<file path="config.mk">
export PLATFORM = sky130hd
export DESIGN_NAME = accum_stage
export DESIGN_NICKNAME = d
export VERILOG_FILES = /design/src/rtl/accum_stage_pkg.sv /design/src/rtl/sys_defs.sv /design/src/rtl/sat_add.sv /design/src/rtl/accum_stage.sv
export SDC_FILE = /design/constraint.sdc
export NUM_CORES = 1
export LEC_CHECK = 0
export ABC_CLOCK_PERIOD_IN_PS = 4000
export BUFFER_PORTS_ARGS = -buffer_cell sky130_fd_sc_hd__buf_2
export CAP_MARGIN = 10
export CELL_PAD_IN_SITES_DETAIL_PLACEMENT = 2
export CELL_PAD_IN_SITES_GLOBAL_PLACEMENT = 2
export CORE_ASPECT_RATIO = 1.1
export CORE_UTILIZATION = 27
export DETAILED_ROUTE_END_ITERATION = 10
export GPL_TIMING_DRIVEN = 0
export PLACE_DENSITY = 0.84
export SLEW_MARGIN = 10
export SYNTH_ARGS = -nofsm -noshare
export SYNTH_HDL_FRONTEND = slang
export SYNTH_SLANG_ARGS = --single-unit
</file>
<file path="constraint.sdc">
create_clock -name clk -period 4 [get_ports clk]
set_clock_uncertainty 0.05 [all_clocks]
set_input_delay 0.6 -clock clk [delete_from_list [all_inputs] [get_ports clk]]
set_output_delay 0.6 -clock clk [all_outputs]
set_load 0.01 [all_outputs]
</file>
<file path="src/rtl/accum_stage_pkg.sv">
// Local definitions for the attention accumulator stage.
// Purpose : FSM state encoding, key counter width/limit, a debug view of
//           the FSM and a saturating key-counter increment helper.
// Ports   : none (package only).

package accum_stage_pkg;

  typedef enum logic [1:0] {
    ST_EMPTY    = 2'd0,
    ST_FB_FULL  = 2'd1,
    ST_ROW_FULL = 2'd2
  } acc_state_t;

  localparam int KEY_CNT_W = 8;
  localparam logic [KEY_CNT_W-1:0] KEY_CNT_MAX = 8'hff;

  // Observable snapshot of the controller, handy for binding checkers.
  typedef struct packed {
    acc_state_t           state;
    logic [KEY_CNT_W-1:0] key_cnt;
  } acc_dbg_t;

  function automatic logic [KEY_CNT_W-1:0] key_cnt_inc(input logic [KEY_CNT_W-1:0] c);
    return (c == KEY_CNT_MAX) ? c : c + 8'd1;
  endfunction

endpackage

</file>
<file path="src/rtl/sys_defs.sv">
// Shared system definitions.
// Purpose : value format of the scaled-V / accumulator lanes that flow
//           between the expmul stages, the accumulator and the normaliser,
//           together with the saturation limits of that format and the
//           embedding dimension used to size vector lanes.
// Ports   : none (package only).

`ifndef MAX_EMBEDDING_DIM
`define MAX_EMBEDDING_DIM 4
`endif

package sys_defs;

  // Signed fixed-point lane produced by the expmul stages.
  typedef logic signed [15:0] EXPMUL_VSHIFT_QT;

  localparam EXPMUL_VSHIFT_QT EXPMUL_VSHIFT_QT_MAX = 16'sh7fff;
  localparam EXPMUL_VSHIFT_QT EXPMUL_VSHIFT_QT_MIN = 16'sh8000;

endpackage

</file>
<file path="src/rtl/sat_add.sv">
// Per-lane signed saturating adder.
// Purpose : sum = a + b clamped to the EXPMUL_VSHIFT_QT range (no wrap).
// Ports   : a, b (in)  signed lane operands
//           sum  (out) saturated signed sum

module sat_add
  import sys_defs::*;
(
  input  EXPMUL_VSHIFT_QT a,
  input  EXPMUL_VSHIFT_QT b,
  output EXPMUL_VSHIFT_QT sum
);

  localparam int W = $bits(EXPMUL_VSHIFT_QT);

  logic [W:0] wide;

  always_comb begin
    // One guard bit: overflow shows as the two top bits disagreeing,
    // and the guard bit gives the true sign of the result.
    wide = {a[W-1], a} + {b[W-1], b};
    if (wide[W] != wide[W-1]) begin
      sum = wide[W] ? EXPMUL_VSHIFT_QT_MIN : EXPMUL_VSHIFT_QT_MAX;
    end else begin
      sum = wide[W-1:0];
    end
  end

endmodule

</file>
<file path="src/rtl/accum_stage.sv">
// Online-softmax accumulator stage.
// Purpose : joins the scaled-V stream with the rescaled-accumulator stream,
//           adds them lane-wise with saturation and holds the result in a
//           single output slot. Mid-row results go back to the O-side expmul
//           stage as feedback; the last key of a row produces a finished row
//           (lane DIM-1 carries the softmax denominator).
// Ports   : clk, rst                      clock, synchronous active-high reset
//           v_vld_in/v_rdy_out/v_in       scaled-V input, v_first_in/v_last_in row markers
//           o_vld_in/o_rdy_out/o_in       rescaled accumulator input
//           fb_vld_out/fb_rdy_in/fb_out   partial accumulator feedback
//           row_vld_out/row_rdy_in/row_out finished row
//           key_cnt_out                   keys accumulated in the current row
//           err_out                       sticky protocol error
//
// Handshake: a transfer happens on a clock edge where valid and ready are both
// high. Producers hold valid and data until accepted. Input readys are a
// combinational function of the input valids and the slot state (a join),
// so they may drop while valid is low; output valids come from registers and
// the slot data stays stable while valid && !ready.

module accum_stage
  import sys_defs::*;
  import accum_stage_pkg::*;
#(
  parameter int DIM = `MAX_EMBEDDING_DIM + 1
) (
  input  logic                          clk,
  input  logic                          rst,
  input  logic                          v_vld_in,
  output logic                          v_rdy_out,
  input  EXPMUL_VSHIFT_QT [DIM-1:0]     v_in,
  input  logic                          v_first_in,
  input  logic                          v_last_in,
  input  logic                          o_vld_in,
  output logic                          o_rdy_out,
  input  EXPMUL_VSHIFT_QT [DIM-1:0]     o_in,
  output logic                          fb_vld_out,
  input  logic                          fb_rdy_in,
  output EXPMUL_VSHIFT_QT [DIM-1:0]     fb_out,
  output logic                          row_vld_out,
  input  logic                          row_rdy_in,
  output EXPMUL_VSHIFT_QT [DIM-1:0]     row_out,
  output logic [KEY_CNT_W-1:0]          key_cnt_out,
  output logic                          err_out
);

  acc_state_t                 state_q;
  EXPMUL_VSHIFT_QT [DIM-1:0]  slot_q;
  EXPMUL_VSHIFT_QT [DIM-1:0]  o_eff;
  EXPMUL_VSHIFT_QT [DIM-1:0]  sum_d;
  logic [KEY_CNT_W-1:0]       key_cnt_q;
  logic                       row_closed_q;
  logic                       err_q;
  logic                       drain;
  logic                       slot_free;
  logic                       fire;
  acc_dbg_t                   dbg;

  always_comb begin
    drain     = ((state_q == ST_FB_FULL)  && fb_rdy_in) ||
                ((state_q == ST_ROW_FULL) && row_rdy_in);
    // A draining slot can be refilled on the same edge.
    slot_free = (state_q == ST_EMPTY) || drain;
    // The first key of a row has no accumulator to join with.
    fire      = !rst && v_vld_in && (v_first_in || o_vld_in) && slot_free;
  end

  assign v_rdy_out = fire;
  assign o_rdy_out = fire && !v_first_in;

  always_comb begin
    o_eff = v_first_in ? '0 : o_in;
  end

  for (genvar g = 0; g < DIM; g++) begin : g_lane
    sat_add u_sat_add (
      .a   (v_in[g]),
      .b   (o_eff[g]),
      .sum (sum_d[g])
    );
  end

  // row_closed_q marks the cycle after a last-key fire: the final count is
  // still shown, then cleared unless a new row starts on that very edge.
  always_ff @(posedge clk) begin
    if (rst) begin
      state_q      <= ST_EMPTY;
      slot_q       <= '0;
      key_cnt_q    <= '0;
      row_closed_q <= 1'b0;
      err_q        <= 1'b0;
    end else begin
      if (fire) begin
        slot_q       <= sum_d;
        state_q      <= v_last_in ? ST_ROW_FULL : ST_FB_FULL;
        key_cnt_q    <= (v_first_in || row_closed_q) ? 8'd1 : key_cnt_inc(key_cnt_q);
        row_closed_q <= v_last_in;
      end else begin
        if (drain) begin
          state_q <= ST_EMPTY;
        end
        if (row_closed_q) begin
          key_cnt_q    <= '0;
          row_closed_q <= 1'b0;
        end
      end
      // A closed row's lingering count is not an open row, so a back-to-back
      // first key there is legal.
      if (fire && v_first_in && (key_cnt_q != '0) && !row_closed_q) begin
        err_q <= 1'b1;
      end
      if (o_vld_in && (key_cnt_q == '0) && (state_q == ST_EMPTY)) begin
        err_q <= 1'b1;
      end
    end
  end

  assign dbg = '{state: state_q, key_cnt: key_cnt_q};

  assign fb_vld_out  = (dbg.state == ST_FB_FULL);
  assign row_vld_out = (dbg.state == ST_ROW_FULL);
  assign fb_out      = slot_q;
  assign row_out     = slot_q;
  assign key_cnt_out = dbg.key_cnt;
  assign err_out     = err_q;

endmodule

</file>
==> results.py <==
metrics = {
    "outcome": {
        "run_status": "finished, final reports clean",
    },
    "routing": {
        "first_pass_iters": 4,
        "drc_errors": 0,
        "routed_via_density": 5.066,
        "antenna_left": 0,
        "wl_per_cell_um": 19.28,
        "vias": 9625,
        "drtIter0Drc": 247,
        "drt-total-wl_um": 36640,
    },
    "cells_and_area": {
        "area_growth_pct": 30.37,
        "finalNetCount": 1729,
        "fin_cells": 1900,
        "drive_gt1_share_pct": 35.09,
    },
    "sta": {
        "rsz0062_at_grt": "no",
        "fin_crit_sh_pct": 94.03,
        "hold_viol": 0,
        "slew_viol_final": 0,
        "slew_headroom_pct": 47.22,
        "setup_violations": 0,
        "fin_ws_ns": 0.2389,
        "fmax_mhz": 265.9,
        "period_minus_slack_ns": 3.761,
        "worstMarginPinSlew_ns": 0.7916,
    },
    "clock_network": {
        "clk_pin_slew_ns": 0.08,
        "cts_tree": "done",
        "root_buffer": "clkbuf_16",
        "htreeDepth": 3,
        "cts.sinks": 92,
        "cts_max_path_buffers": 2,
        "clkLatencyLatePin_ns": 0.34,
        "numCtsBuffers": 9,
    },
    "yosys": {
        "synth.area.mux_share_pct": 0,
        "ys_types": 80,
        "synth-compound-area-share_pct": 27.77,
        "post_synth_xor_area_fraction_pct": 6.563,
        "synth_flop_cell": "dfxtp_1",
        "ys_warn_count": 0,
        "synth_top_family_by_area": "compound AO/OA/AOI/OAI gates",
        "ys_ff_latch": 92,
        "postSynthNetCount": 1377,
        "synth-async-reset-ratio_pct": 0,
        "ys_seq_area_share_pct": 21.05,
        "syn-mean-instance-area_um2": 7.799,
        "synth_edf_count": 0,
        "synth-simple-area-share_pct": 18.49,
        "synth_area_um2": 8751,
        "post_synth_fa_ha_maj_area_fraction_pct": 14.96,
        "syn_inst": 1122,
    },
    "worst_setup_path": {
        "crit_arrival_ns": 3.94,
        "cp_max_fo": 10,
        "required_ns": 4.18,
        "worstSetupEndpointType": "flop",
        "timing_worst_setup_path_type": "in2reg",
        "start_kind": "input pin",
    },
    "floorplan": {
        "core_um2": 31650,
        "row_count": 68,
        "die_h_um": 190.8,
        "ioPinCount": 341,
        "initial_core_util_pct": 27.65,
        "design.die.area_um2": 33140,
        "die_x_um": 173.7,
    },
    "power": {
        "cellPowerDensity_nw_per_um2": 307.0,
        "total_power_uw": 3503,
        "p_leak_uw": 0.005667,
        "ir_worst_vdd_mv": 0.1764,
    },
    "placed_design": {
        "io_buffers": 340,
        "post-place-ws_ns": -1.341,
        "dp_cells": 1882,
        "globalplace.congestion": 0.8317,
        "dp_hpwl_um": 30540,
    },
    "grt": {
        "grt_max_degree": 16,
        "grt_pass1_wl_um": 56550,
        "overflow": 0,
        "antenna_found_initial": 4,
        "grt_pass1_vias": 10392,
        "track_usage_pct": 21.70,
    },
    "min_path": {
        "hp-class": "reg2reg",
    },
    "flow_run": {
        "maxCapViolations": 0,
    },
}
-- synth_stat cells, types with 13 or more instances --
cell        n  area [µm²]
a21o_1     24       180.2
a21oi_1   132       660.6
buf_4      81       608.1
clkbuf_1   32       120.1
dfxtp_1    92        1842
ha_1       82        1026
inv_1      36       135.1
nand2_1    52       195.2
nand2b_1   14       87.58
nand3_1    23       115.1
nor2_1     62       232.7
nor2b_1    91       569.3
nor3_1     22       110.1
o21a_1     13       97.59
o21ai_0   109       545.5
o21ai_1    25       125.1
xnor2_1    42       367.9
xor2_1     18       157.7
-- where the power goes --
| group | switching (µW) | internal, µW | leakage, µW |
|---|---|---|---|
| clock network | 392 | 441 | 0.000128 |
| logic | 864 | 706 | 0.00478 |
| registers | 94.5 | 1000 | 0.000756 |
-- flip-flops by register name, summed over array words and instances (netlist names) --
signal,flops
err_out,1
fb_out,80
key_cnt_out,8
row_closed_q,1
state_q,2
-- cell type report --
class,count,area (µm²)
Buffer,126,858.3
Sequential cell,92,1842
Multi-Input combinational cell,865,6038
Clock buffer,11,242.7
Fill cell,3809,20240
Timing Repair Buffer,342,1717
Tap cell,420,525.5
Antenna cell,1,2.502
Clock inverter,5,36.28
Inverter,38,146.4
-- cell usage in the layout (no fill, tap or decap), types with 36 or more instances in the layout --
cell     Yosys  routed
buf_4       81      86
dfxtp_1     92      92
inv_1       36      36
nand2_1     52      52
ha_1        82      82
buf_2        4     343
xnor2_1     42      42
a21oi_1    132     128
nor2_1      62      62
nor2b_1     91      91
o21ai_0    109     107
-- final timing paths --
path	start	end	slack (ns)	cells past startpoint
worst max-delay path	v_first_in	fb_out[29]$_SDFFE_PP0P_	0.24	17
worst min-delay path	fb_out[42]$_SDFFE_PP0P_	fb_out[42]$_SDFFE_PP0P_	0.42	2
worst max register to register	state_q[1]$_SDFFE_PP0P_	fb_out[73]$_SDFFE_PP0P_	0.99	7
worst min register to register	fb_out[42]$_SDFFE_PP0P_	fb_out[42]$_SDFFE_PP0P_	0.42	2
-- timing repair --
action	in CTS	in global routing
hold buffers	0	0
setup buffers	0	2
pin swaps	0	1
hold endpoints to repair	0	0
gates resized for setup	16	33
endpoints found under the setup margin	81	70
-- cells by family (layout without fill, tap and decap cells) --
group           after synthesis  after routing
fa+ha+maj                   104            104
compound gates              390            390
flops                        92             92
buf+inv                     165            522
simple gates                308            308
other cells                   0              1
xor+xnor                     63             63
-- worst max-delay path, stage by stage --
cell	delay (ns)
buf_2	0.16
buf_4	0.28
clkbuf_4	0.26
nor2b_1	0.06
ha_1	0.22
inv_1	0.08
fa_1	0.21
nor2b_1	0.08
o31a_1	0.30
o2111ai_1	0.23
nand2_1	0.19
a211o_1	0.33
a41oi_2	0.31
a21oi_4	0.12
buf_4	0.22
a21oi_1	0.18
o21ai_1	0.09
-- per-stage QoR --
| stage | util, % | hold slack (ns) | setup TNS, ns | instance area, µm² |
|---|---|---|---|---|
| after floorplan | - | 0.4249 | 0 | 8751 |
| after global placement | 34.69 | 0.3960 | -72.47 | 10980 |
| after detailed placement | 34.69 | 0.4100 | -74.90 | 10980 |
| after CTS | 35.73 | 0.4213 | 0 | 11310 |
| after global routing | 36.04 | 0.4429 | 0 | 11410 |
| final | 36.05 | 0.4155 | 0 | 11410 |
-- layer usage --
layer	track usage, %	vias to the layer above	routed length (µm)
li1	-	4617	-
met1	24.59	4700	15190
met2	42.23	256	19370
met3	2.572	48	1342
met4	6.073	4	711
met5	0	-	24
No activity file was read; power rests on OpenSTA's default activity.
